--- config.mk ---
export PLATFORM = sky130hd
export DESIGN_NAME = hack_cpu_seq
export DESIGN_NICKNAME = d
export VERILOG_FILES = /design/src/rtl/hack_cpu_seq.sv
export SDC_FILE = /design/constraint.sdc
export NUM_CORES = 1
export LEC_CHECK = 0
export CAP_MARGIN = 20
export CORE_MARGIN = 2
export CORE_UTILIZATION = 40
export DETAILED_ROUTE_END_ITERATION = 12
export PLACE_DENSITY_LB_ADDON = 0.2
export SKIP_LAST_GASP = 1
export SLEW_MARGIN = 30
export SYNTH_ARGS = -nofsm -noshare
export SYNTH_HDL_FRONTEND = slang
export SYNTH_SLANG_ARGS = --single-unit
--- constraint.sdc ---
create_clock -name clk -period 3.3 [get_ports clk]
set_clock_uncertainty 0.15 [all_clocks]
set_input_delay 0.66 -clock clk [delete_from_list [all_inputs] [get_ports clk]]
set_output_delay 0.66 -clock clk [all_outputs]
set_load 0.01 [all_outputs]
--- src/rtl/hack_cpu_seq.sv ---
// hack_cpu_seq: multi-cycle Hack CPU sequencer.
// Fetches over a req/ack instruction port, decodes, drives the external ALU,
// and owns the A, D and PC registers plus data-memory read/write transactions.
// Optional feature macro: HACK_HALT_SELFJUMP_EN. When it is defined, a taken
// self-jump parks the block in HALT and sets halted=1.
module hack_cpu_seq #(
  parameter int PC_WIDTH = 15,
  parameter int RESET_PC = 0
) (
  input  logic                clk,
  input  logic                rst_n,
  // instruction port
  output logic                instr_req,
  output logic [PC_WIDTH-1:0] instr_addr,
  input  logic                instr_ack,
  input  logic [15:0]         instr_rdata,
  // data port
  output logic                mem_req,
  output logic                mem_we,
  output logic [PC_WIDTH-1:0] mem_addr,
  output logic [15:0]         mem_wdata,
  input  logic                mem_ack,
  input  logic [15:0]         mem_rdata,
  // ALU control side
  output logic [15:0]         alu_x,
  output logic [15:0]         alu_y,
  output logic                alu_zx,
  output logic                alu_nx,
  output logic                alu_zy,
  output logic                alu_ny,
  output logic                alu_f,
  output logic                alu_no,
  input  logic [15:0]         alu_out,
  input  logic                alu_zr,
  input  logic                alu_ng,
  // debug
  output logic [PC_WIDTH-1:0] pc_o,
  output logic [15:0]         a_o,
  output logic [15:0]         d_o,
  output logic                halted
);

  typedef enum logic [2:0] {
    S_RST, S_FETCH, S_DECODE, S_MREAD, S_EXEC, S_MWRITE, S_HALT
  } state_t;

  state_t              state, nxt;
  logic [PC_WIDTH-1:0] pc, waddr;
  logic [15:0]         a, d, ir, m_lat, res;
  logic                jmp_taken;
  logic [PC_WIDTH-1:0] jmp_tgt, pc_inc;
  logic                self_jmp;

  // Jump condition and target come from the pre-update A and the live flags.
  assign jmp_taken = (ir[2] & alu_ng) | (ir[1] & alu_zr) | (ir[0] & ~alu_ng & ~alu_zr);
  assign jmp_tgt   = a[PC_WIDTH-1:0];
  assign pc_inc    = pc + 1'b1;
  assign self_jmp  = jmp_taken && (jmp_tgt == pc);

  // State register.
  always_ff @(posedge clk or negedge rst_n) begin
    if (!rst_n) state <= S_RST;
    else        state <= nxt;
  end

  // Next-state decode.
  always_comb begin
    nxt = state;
    case (state)
      S_RST:    nxt = S_FETCH;
      S_FETCH:  if (instr_ack) nxt = S_DECODE;
      S_DECODE: begin
        if (!ir[15])     nxt = S_FETCH;
        else if (ir[12]) nxt = S_MREAD;
        else             nxt = S_EXEC;
      end
      S_MREAD:  if (mem_ack) nxt = S_EXEC;
      S_EXEC: begin
`ifdef HACK_HALT_SELFJUMP_EN
        if (self_jmp)   nxt = S_HALT;
        else if (ir[3]) nxt = S_MWRITE;
        else            nxt = S_FETCH;
`else
        nxt = ir[3] ? S_MWRITE : S_FETCH;
`endif
      end
      S_MWRITE: if (mem_ack) nxt = S_FETCH;
`ifdef HACK_HALT_SELFJUMP_EN
      S_HALT:   nxt = S_HALT;
`endif
      default:  nxt = S_RST;
    endcase
  end

  // Bus outputs decoded from the registered state only.
  always_comb begin
    instr_req = (state == S_FETCH);
    mem_req   = (state == S_MREAD) || (state == S_MWRITE);
    mem_we    = (state == S_MWRITE);
    mem_addr  = (state == S_MWRITE) ? waddr : a[PC_WIDTH-1:0];
  end

  assign instr_addr = pc;
  assign mem_wdata  = res;
  assign alu_x      = d;
  assign alu_y      = ir[12] ? m_lat : a;
  assign {alu_zx, alu_nx, alu_zy, alu_ny, alu_f, alu_no} = ir[11:6];
  assign pc_o       = pc;
  assign a_o        = a;
  assign d_o        = d;

`ifdef HACK_HALT_SELFJUMP_EN
  logic halted_q;
  // Sticky halt flag; only reset clears it.
  always_ff @(posedge clk or negedge rst_n) begin
    if (!rst_n)                            halted_q <= 1'b0;
    else if (state == S_EXEC && self_jmp)  halted_q <= 1'b1;
  end
  assign halted = halted_q;
`else
  assign halted = 1'b0;
`endif

  // Architectural registers and transaction latches.
  always_ff @(posedge clk or negedge rst_n) begin
    if (!rst_n) begin
      pc    <= PC_WIDTH'(RESET_PC);
      a     <= '0;
      d     <= '0;
      ir    <= '0;
      m_lat <= '0;
      res   <= '0;
      waddr <= '0;
    end else begin
      case (state)
        S_FETCH: if (instr_ack) ir <= instr_rdata;
        S_DECODE: if (!ir[15]) begin
          a  <= {1'b0, ir[14:0]};
          pc <= pc_inc;
        end
        S_MREAD: if (mem_ack) m_lat <= mem_rdata;
        S_EXEC: begin
          res   <= alu_out;
          waddr <= a[PC_WIDTH-1:0];
          if (ir[4]) d <= alu_out;
          if (ir[5]) a <= alu_out;
`ifdef HACK_HALT_SELFJUMP_EN
          if (self_jmp)       pc <= pc;
          else if (jmp_taken) pc <= jmp_tgt;
          else                pc <= pc_inc;
`else
          pc <= jmp_taken ? jmp_tgt : pc_inc;
`endif
        end
        default: ;
      endcase
    end
  end

endmodule

# Word level (Yosys, flattened, before mapping)
# Cells that the tools add are included.
dict set report word_totals {
  input_bits 54
  wordCells 51
  register_bits 113
  out_inout_bits 135
}
dict set report classes {
  reduce_logical 9
  n_addsub 1
  n_eq_ne 10
  mux 15
  bitwise_logic 8
}
# operator n
set ops {}
lappend ops {{two-way mux 16 bit} 3}
lappend ops {{two-way mux 15 bit} 3}
lappend ops {{case mux 16 bit (2 select lines)} 1}
lappend ops {{case mux 15 bit (2 select lines)} 1}
lappend ops {{two-way mux 3 bit} 6}
lappend ops {{case mux 3 bit (6 select lines)} 1}
lappend ops {{adder 15 x 1 -> 15 bit, second input constant} 1}
lappend ops {{AND reduction 2 bit} 4}
lappend ops {{== test 3 x 2 -> 1 bit, second input constant} 2}
lappend ops {{== test 3 bit, second input constant} 2}
lappend ops {{!= test 2 bit, second input constant} 3}
lappend ops {{AND reduction 3 bit} 2}
lappend ops {{AND 1 bit} 4}
lappend ops {{!= test 2 x 1 -> 1 bit, second input constant} 2}
lappend ops {{== test 3 x 1 -> 1 bit, second input constant} 1}
lappend ops {{zero test 3 bit} 1}
lappend ops {{inverter 1 bit} 2}
lappend ops {{bitwise OR 1 bit} 2}
lappend ops {{nonzero test 2 bit} 1}
lappend ops {{logical OR 1 bit} 1}

# Depth between registers and ports, before layout
dict set report depth {
  word_depth 6
  depth_mapped 7
  ltp_nobuf 5
}

# Worst setup path after synthesis
# OpenSTA, ideal clock, no wires.
dict set report synth_timing {
  path_type {register to output}
  start {register state[0]}
  end {output mem_addr[10]}
  path_stages_with_launch 6
  t_required_ns 2.490
  n_path_buf 3
  path_slack_ns 1.010
  arrival_time_ns 1.480
  path_cell_list {dfrtp_1 clkbuf_1 buf_2 nand2_1 buf_2 mux2_2}
}
dict set report synth_between {
  elab_chain_len 2
}
# item line
set synth_rtl {}
lappend synth_rtl {{start, declared} 47} ;# state_t state, nxt;
lappend synth_rtl {{start signal, assigned} 63} ;# else state <= nxt;
lappend synth_rtl {{== test 3 bit} 100} ;# mem_addr = (state == S_MWRITE) ? waddr : a[PC_WIDTH-1:0];
lappend synth_rtl {{two-way mux 15 bit} 100}
lappend synth_rtl {{end, declared} 20} ;# output logic [PC_WIDTH-1:0] mem_addr,
# Every way passes these cells.

# Worst setup path after layout
dict set report layout_timing {
  start {register state[1]}
  end {output mem_addr[11]}
}
# Same word-level chain as after synthesis.

==> flow_metrics.py <==
metrics = {
    "outcome": {
        "status": "finished, final reports clean",
    },
    "synth": {
        "synthArstFlopShare_pct": 100,
        "syn_area_sq_um": 5510,
        "yosysWarnings": 0,
        "yosysSeqAreaShare_pct": 51.3,
        "ys_seq_elements": 113,
        "synthTopCellsByCount": "122 x nand2_1, 113 x dfrtp_1, 79 x mux2_2",
        "syn_nets": 561,
        "synth_area_leaders": "dfrtp_1 51%, mux2_2 16%, nand2_1 8.3%",
        "synth-edff-count": 0,
        "yosysTopAreaCell": "dfrtp_1",
        "synth_top_area_share_pct": 51.3,
        "synthesis.instances": 506,
        "ys_types": 48,
        "synth_most_common_cell": "nand2_1",
        "synth_area_per_cell_sq_um": 10.9,
        "synth_ff_type": "dfrtp_1",
    },
    "clock_tree": {
        "cts_max_level": 4,
        "cts_hold_buffers": 0,
        "clk_pin_slew_ns": 0.05,
        "cts_root_buf": "clkbuf_16",
        "cts_setup_buffers": 0,
        "numCtsBuffers": 17,
        "cts_resized": 0,
        "cts_tree": "yes",
        "clock_path_buffers": 2,
        "clkSinkCount": 113,
        "clock_latency_ns": 0.42,
    },
    "worst_hold_path": {
        "hp-class": "in -> async",
    },
    "floorplanning": {
        "num_rows": 42,
        "start_util_pct": 41.3,
        "core_sq_um": 13300,
        "dieWidth_microns": 121,
        "die_y_microns": 121,
        "dieArea_sq_um": 14700,
        "ioPinCount": 189,
    },
    "layout": {
        "final_area_sq_um": 7930,
        "layout-area-overhead-vs-synth_pct": 43.8,
        "stdcell_count": 853,
        "diodes": 0,
        "nets": 719,
        "nFillCells": 1148,
        "drive_gt1_share_pct": 19.9,
    },
    "critical_path": {
        "critPathArrivalTime_ns": 2.35,
        "r2r-start": "state[0]",
        "critical_path_class": "reg -> out",
        "rrSetupSlack_ns": 0.73,
        "rr_worst_depth": 4,
        "start_kind": "flop",
        "worst-path-max-fanout": 16,
        "cp-end-kind": "output port",
        "r2r-end": "alu_x[14]",
        "cp.required_ns": 2.49,
    },
    "timing": {
        "slew_viol_final": 0,
        "finalWorstSetupSlack_ns": 0.144,
        "setup_viol": 0,
        "hold_viol": 0,
        "finalCritPeriodShare_pct": 95.6,
        "max_slew_margin_pct": 35.8,
        "finalSetupTns_ns": 0,
        "grt_setup_unrepaired": "false",
        "max_freq_mhz": 317,
        "holdWs_ns": 0.157,
        "period_needed_ns": 3.16,
        "worstMarginPinSlew_ns": 0.950,
    },
    "power_and_ir_drop": {
        "peakVddDrop_uv": 471,
        "seqPwrFrac_pct": 33.3,
        "power.share.switching_pct": 34.0,
        "p_per_area_nw_per_um2": 1060,
        "p_int_mw": 5.54,
        "p_leak_nw": 3.40,
        "power.switching_mw": 2.85,
        "clkPwrFrac_pct": 22.3,
        "pwr-share-comb_pct": 44.4,
    },
    "global_route": {
        "grt_max_degree": 58,
        "grt_pass1_wl_microns": 23600,
        "grt_usage_pct": 21.3,
        "grt_pass1_vias": 4399,
        "antenna_found_initial": 0,
        "overflow": 0,
    },
    "placement": {
        "dpl.hpwl_microns": 10800,
        "gp_congestion": 0.810,
        "placement.cell_area_sq_um": 7320,
        "placedCellCount": 821,
        "portBuffers": 187,
        "dpl_worst_slack_ns": 0.590,
    },
    "detailed_routing": {
        "drt_iter0_markers": 395,
        "wl_per_cell_microns": 17.9,
        "drc": 0,
        "routed_wl_microns": 15300,
        "first_pass_iters": 4,
        "num_vias": 4394,
        "viasPerCell": 5.15,
        "drtAntennaViolNets": 0,
    },
    "flow_run": {
        "drv_cap": 0,
    },
}
-- sequential cells by signal, summed over array words and instances (netlist names) --
name,cells
ir,16
m_lat,16
waddr,15
mem_wdata,16
state,3
instr_addr,15
alu_x,16
a_o,16
-- routing by layer --
layer,up-vias,share of wire [%],track usage [%]
met4,0,2.5,8.76
met1,2136,43,27.2
met2,173,48,33.7
met3,27,6.9,6.63
li1,2058,-,-
met5,-,0,0
-- cells in the final DEF, fill, tap and decap left out, types with 3 or more instances in the layout --
| cell | instances |
|---|---|
| o21ai_2 | 3 |
| buf_4 | 14 |
| nor4b_1 | 6 |
| a21oi_1 | 4 |
| mux2i_1 | 16 |
| bufinv_16 | 3 |
| o21a_1 | 4 |
| a221o_1 | 9 |
| nand3_1 | 5 |
| nand2_1 | 122 |
| clkbuf_8 | 3 |
| and3_1 | 4 |
| nand4_1 | 4 |
| clkdlybuf4s50_1 | 186 |
| o21ai_0 | 21 |
| clkbuf_16 | 17 |
| clkinv_2 | 8 |
| and2_1 | 3 |
| nor2_1 | 5 |
| nor3_1 | 5 |
| nor4_1 | 6 |
| mux2_2 | 79 |
| dfrtp_1 | 113 |
-- stage by stage --
| stage | utilization, % | power (mW) |
|---|---|---|
| 2_1_floorplan | - | 4.56 |
| 3_3_place_gp | 54.8 | 6.46 |
| 3_5_place_dp | 54.8 | 6.55 |
| 4_1_cts | 59.4 | 8.46 |
| 5_1_grt | 59.4 | 8.88 |
| 6_report | 59.4 | 8.39 |
-- how the worst max path moves through the flow --
stage / startpoint / end / slack (ns) / cells past startpoint
finish: state[1] / mem_addr[11] / 0.14 / 5
global route: state[2] / mem_addr[11] / 0.01 / 6
CTS: state[1] / mem_addr[11] / 0.13 / 5
detailed placement: state[1] / mem_addr[11] / 0.59 / 5
global placement: state[1] / mem_addr[13] / 0.67 / 5
floorplan: state[0] / mem_addr[10] / 1.01 / 5
-- worst max-delay path, stage by stage, from the launching register on --
cell             delay [ns]
dfrtp_1                0.57
nor2_1                 0.11
nand2_1                0.08
buf_4                  0.29
mux2_2                 0.38
clkdlybuf4s50_1        0.50
-- logic make-up (layout without fill, tap and decap cells) --
family / after synthesis / count (layout) / synth area share, %
AND/OR/NAND/NOR: 176 / 176 / 14.9
flip-flops: 113 / 113 / 51.3
multiplexers: 95 / 95 / 19.0
buffers and inverters: 63 / 234 / 7.24
AO/OA/AOI/OAI: 57 / 57 / 7.20
adder cells (fa/ha/maj): 1 / 1 / 0.227
other: 1 / 1 / 0.0680
-- power by group through the flow --
| stage | registers [mW] | logic [mW] | clock network, mW |
|---|---|---|---|
| finish | 2.80 | 3.73 | 1.87 |
| global route | 2.91 | 4.00 | 1.97 |
| CTS | 2.79 | 3.77 | 1.90 |
| detailed placement | 2.80 | 3.75 | 0 |
| global placement | 2.76 | 3.70 | 0 |
| floorplan | 2.70 | 1.86 | 0 |
-- area by class of cell --
class | instances | area [sq um] | share of cell area, %
Multi-Input combinational cell | 330 | 2300 | 29.0
Clock buffer | 20 | 467 | 5.89
Inverter | 2 | 7.51 | 0.0947
Tap cell | 176 | 220 | 2.78
Timing Repair Buffer | 200 | 1970 | 24.8
Clock inverter | 12 | 138 | 1.74
Sequential cell | 113 | 2830 | 35.7
(Power assumes the default switching activity.)
